[src/rtl/alu_sequencer.sv]
// Command-side initiator for the 8-bit accumulator ALU: turns command handshakes into ALU selector/operand drive.
// Latency: response valid in the third cycle after the command handshake edge; one command per 4 cycles.
// Backpressure: cmd_ready is low from acceptance until the response is taken; the response is held until rsp_ready.
module alu_sequencer #(
  parameter int W    = 8,
  parameter int ERRW = 8
) (
  input  logic            clk,
  input  logic            rst,
  input  logic            cmd_valid,
  output logic            cmd_ready,
  input  logic [2:0]      cmd_op,
  input  logic            cmd_chain,
  input  logic [W-1:0]    cmd_a,
  input  logic [W-1:0]    cmd_b,
  output logic [2:0]      alu_in_selector,
  output logic [W-1:0]    alu_num1,
  output logic [W-1:0]    alu_num2,
  output logic [6:0]      alu_out_selector,
  input  logic [W-1:0]    alu_result,
  input  logic            alu_overflow,
  output logic            rsp_valid,
  input  logic            rsp_ready,
  output logic [W-1:0]    rsp_data,
  output logic            rsp_overflow,
  output logic            busy,
  output logic            err_sticky,
  output logic [ERRW-1:0] err_count
);

  typedef enum logic [1:0] {
    S_IDLE    = 2'd0,
    S_ISSUE   = 2'd1,
    S_CAPTURE = 2'd2,
    S_RESPOND = 2'd3
  } state_t;

  localparam logic [2:0] OP_AND  = 3'd0;
  localparam logic [2:0] OP_MULT = 3'd6;
  localparam logic [2:0] OP_CLR  = 3'd7;

  state_t          state_q;
  logic [2:0]      op_q;
  logic [W-1:0]    a_q;
  logic [W-1:0]    b_q;
  logic [W-1:0]    acc_q;
  logic            cmd_ready_q;
  logic            busy_q;
  logic            rsp_valid_q;
  logic [W-1:0]    rsp_data_q;
  logic            rsp_ovf_q;
  logic            err_sticky_q;
  logic [ERRW-1:0] err_count_q;

  logic            rsp_ovf_d;
  logic [ERRW-1:0] err_count_d;

  // Overflow only counts for MULT; the error counter saturates instead of wrapping.
  always_comb begin
    rsp_ovf_d   = alu_overflow & (op_q == OP_MULT);
    err_count_d = err_count_q;
    if (!(&err_count_q)) begin
      err_count_d = err_count_q + {{(ERRW-1){1'b0}}, 1'b1};
    end
  end

  // Sequencer FSM with all handshake and status outputs registered alongside the state.
  always_ff @(posedge clk or negedge rst) begin
    if (!rst) begin
      state_q      <= S_IDLE;
      op_q         <= OP_AND;
      a_q          <= '0;
      b_q          <= '0;
      acc_q        <= '0;
      cmd_ready_q  <= 1'b1;
      busy_q       <= 1'b0;
      rsp_valid_q  <= 1'b0;
      rsp_data_q   <= '0;
      rsp_ovf_q    <= 1'b0;
      err_sticky_q <= 1'b0;
      err_count_q  <= '0;
    end else begin
      case (state_q)
        S_IDLE: begin
          if (cmd_valid && cmd_ready_q) begin
            op_q        <= cmd_op;
            a_q         <= cmd_chain ? acc_q : cmd_a;
            b_q         <= cmd_b;
            cmd_ready_q <= 1'b0;
            busy_q      <= 1'b1;
            state_q     <= S_ISSUE;
          end
        end
        S_ISSUE: begin
          // ALU operand registers load on this closing edge.
          state_q <= S_CAPTURE;
        end
        S_CAPTURE: begin
          if (op_q == OP_CLR) begin
            rsp_data_q   <= '0;
            rsp_ovf_q    <= 1'b0;
            acc_q        <= '0;
            err_sticky_q <= 1'b0;
            err_count_q  <= '0;
          end else begin
            rsp_data_q <= alu_result;
            rsp_ovf_q  <= rsp_ovf_d;
            acc_q      <= alu_result;
            if (rsp_ovf_d) begin
              err_sticky_q <= 1'b1;
              err_count_q  <= err_count_d;
            end
          end
          rsp_valid_q <= 1'b1;
          state_q     <= S_RESPOND;
        end
        S_RESPOND: begin
          if (rsp_ready) begin
            rsp_valid_q <= 1'b0;
            cmd_ready_q <= 1'b1;
            busy_q      <= 1'b0;
            state_q     <= S_IDLE;
          end
        end
        default: begin
          rsp_valid_q <= 1'b0;
          cmd_ready_q <= 1'b1;
          busy_q      <= 1'b0;
          state_q     <= S_IDLE;
        end
      endcase
    end
  end

  // ALU drive follows the latched command in every state; CLR's op code shifts the one-hot out to zero.
  assign alu_num1         = a_q;
  assign alu_num2         = b_q;
  assign alu_in_selector  = (op_q == OP_CLR) ? 3'b001 : 3'b010;
  assign alu_out_selector = 7'b1000000 >> op_q;

  assign cmd_ready    = cmd_ready_q;
  assign busy         = busy_q;
  assign rsp_valid    = rsp_valid_q;
  assign rsp_data     = rsp_data_q;
  assign rsp_overflow = rsp_ovf_q;
  assign err_sticky   = err_sticky_q;
  assign err_count    = err_count_q;

endmodule

[config.mk]
export PLATFORM = sky130hd
export DESIGN_NAME = alu_sequencer
export DESIGN_NICKNAME = d
export VERILOG_FILES = /design/src/rtl/alu_sequencer.sv
export SDC_FILE = /design/constraint.sdc
export NUM_CORES = 1
export LEC_CHECK = 0
export CAP_MARGIN = 20
export CELL_PAD_IN_SITES_DETAIL_PLACEMENT = 0
export CELL_PAD_IN_SITES_GLOBAL_PLACEMENT = 1
export CORE_MARGIN = 8
export CORE_UTILIZATION = 36
export CTS_BUF_LIST = sky130_fd_sc_hd__clkbuf_8
export DETAILED_ROUTE_END_ITERATION = 8
export PLACE_DENSITY = 0.95
export SLEW_MARGIN = 20
export SYNTH_ARGS = -nofsm -noshare
export SYNTH_HDL_FRONTEND = slang
export SYNTH_SLANG_ARGS = --single-unit
export TNS_END_PERCENT = 10
[constraint.sdc]
create_clock -name clk -period 3.25 [get_ports clk]
set_clock_uncertainty 0.1 [all_clocks]
set_input_delay 0.325 -clock clk [delete_from_list [all_inputs] [get_ports clk]]
set_output_delay 0.325 -clock clk [all_outputs]
set_load 0.01 [all_outputs]
==> run metrics <==
Max rail drop VDD approximately 0.27 mV; H-tree depth 2; clk sinks 42; status completed; CP max-delay cell clkdlybuf4s50_1; Rel. slew slack 0.380; Worst-Margin Slew roughly 0.93 ns; post-layout worst setup margin 1.12 ns; Post-DRT Antenna Nets 0; HP Class in2async; leakage 1.35 nW; Final Util 0.549; CP endpoint kind output pin; r2r endpoint err_count[4]$_DFFE_PN0P_; first-pass GRT wire length ~8000 µm; routed len/inst 14.1 µm; initial core utilization 0.367; min Tclk post-route around 2.1 ns; drt first-iter violations 42; critical path startpoint category flop; hold-fix buffers at CTS 0; Flop pwr share 0.484; Post-Syn Instances between 150 and 200; vias in the first global route 1663; post-route cell area 2970 µm²; Setup Slack @ Placement 1.16 ns; CP Buf/Inv Count 3; die width 90.2 µm; switching share of power 0.179; crit share post-route 0.655; critical path's top delay family buffers and inverters; CP Depth 4; Worst-Skew Late Latency about 0.28 ns; vias 1632; Site Rows 27; Tot Pwr 1.08 mW; Num CTS Buffers 5; mapped cell area 1980 µm²; setup TNS 0 ns; Yosys Warn Count 0; Antenna Cells 0; WS Path Type reg2out; CP endpoint alu_in_selector[1]; most common cell in the synthesized netlist dfrtp_1; syn_area_per_cell just over 10 µm²; ordered list of cells on the worst path and3_1 > buf_4 > inv_1 > clkdlybuf4s50_1; GRT Total Usage 0.118; area growth from synthesis to layout 49.6%; RSZ-0062 raised after global routing no; syn nets 229; antenna violations before repair 0; Chip Height 90.2 µm; R2R depth 5; Psw between 150 and 200 µW; crit path DAT 1.70 ns; crit path max fanout 11; Synth Register Bits 42; CTS max path bufs 2; top cell type's share of synthesized area 0.517; core area ~5400 µm²; Post-Layout Cell Count 343; # Post-CTS Setup Buffers 0; Pwr Density 364 nW/µm²; # port buffers 78; Fmax 470 MHz; max cap viols 0; Clock transition at path regs 0.08 ns; Hold Slack 0.0753 ns; async set-reset flop share out of synthesis 1.00; Post-DP HPWL between 3000 and 4000 µm; Critical Path RT 2.82 ns; layout cell share with drive strength beyond 1 0.114; CP max stage delay about 0.52 ns; dominant cells by area after synthesis dfrtp_1, mux2_2, nand2_1, mux2i_1, o21ai_0; Final Wtd Congestion 0.693; pin count of the biggest net entering global routing 43; Pint 886 µW; Unique masters post-synth 36; Slew Viols, Final 0; Net count, final 308; first-pass detailed-route iteration total 4; register area share after synthesis 0.531; final setup vio count 0; dpl cell area 2820 µm²; CTS tree yes; gr ovfl total 0; EDFF count, synth 0; clock root cell clkbuf_8; ys flop type dfrtp_1; Top Ports 80; Inst Count DP 335; Logic pwr share 0.052; R2R Path Start err_count[0]$_DFFE_PN0P_; Synth top cells by count dfrtp_1, nand2_1, inv_1, o21ai_0, mux2_2; Clock Power Share 0.464; final hold vios 0; Die Footprint 8140 µm²; area leader, netlist dfrtp_1; CP startpoint op_q[0]$_DFFE_PN0P_; post-CTS sizing 0; DR vias/cell 4.76; drc violations 0; R2R setup slack around 1.2 ns; final WL 4850 µm
## kinds of logic after synthesis
kind of cell	synth area share
buffers and inverters	0.0580
other	0.00189
AND/OR/NAND/NOR	0.151
AO/OA/AOI/OAI	0.124
adder cells (fa/ha/maj)	0.0315
flip-flops	0.531
multiplexers	0.103
## power groups by stage
stage / combinational [mW] / sequential, mW / clock [mW]
floorplan: 0.00839 / 0.533 / 0
global placement: 0.0565 / 0.532 / 0
detailed placement: 0.0570 / 0.532 / 0
CTS: 0.0573 / 0.522 / 0.518
global route: 0.0613 / 0.522 / 0.541
finish: 0.0558 / 0.522 / 0.501
## worst min path at each step
| stage | endpoint | slack, ns |
|---|---|---|
| floorplan | alu_num1[0]$_DFFE_PN0P_ | -0.07 |
| global placement | alu_num1[6]$_DFFE_PN0P_ | 0.36 |
| detailed placement | alu_num1[6]$_DFFE_PN0P_ | 0.37 |
| CTS | rsp_valid$_DFFE_PN0P_ | 0.11 |
| global route | rsp_valid$_DFFE_PN0P_ | 0.14 |
| finish | rsp_valid$_DFFE_PN0P_ | 0.08 |
## flip-flops by register name, summed over array words and instances (netlist names), 2 cells and up
signal,cells
alu_num2,8
err_count,8
op_q,3
rsp_data,8
state_q,2
alu_num1,8
## layout make-up
type                       count  area, µm²
fill                         494       2440
sequential                    42       1050
inverter                      18       67.6
clock inverter                 2       60.1
tap                           72       90.1
clock buffer                   6       82.6
multi-input combinational    122        816
timing repair buffer          81        798
## placed cells by master, fill, tap and decap left out, types with 5 or more instances in the layout
cell type and count:
clkbuf_8 6, nand2_1 27, mux2i_1 8, dfrtp_1 41
o21ai_0 16, inv_1 18, clkdlybuf4s50_1 77, nand3_1 8
ha_1 5, mux2_2 11, o22ai_1 10
## metal layers
metal	track usage	wire length, µm	up-vias
met4	0.0333	42	0
met1	0.135	2110	774
met2	0.196	2320	41
met3	0.0515	383	6
met5	0	0	-
li1	-	-	811
Note: power is estimated with default switching activity, not from simulation.
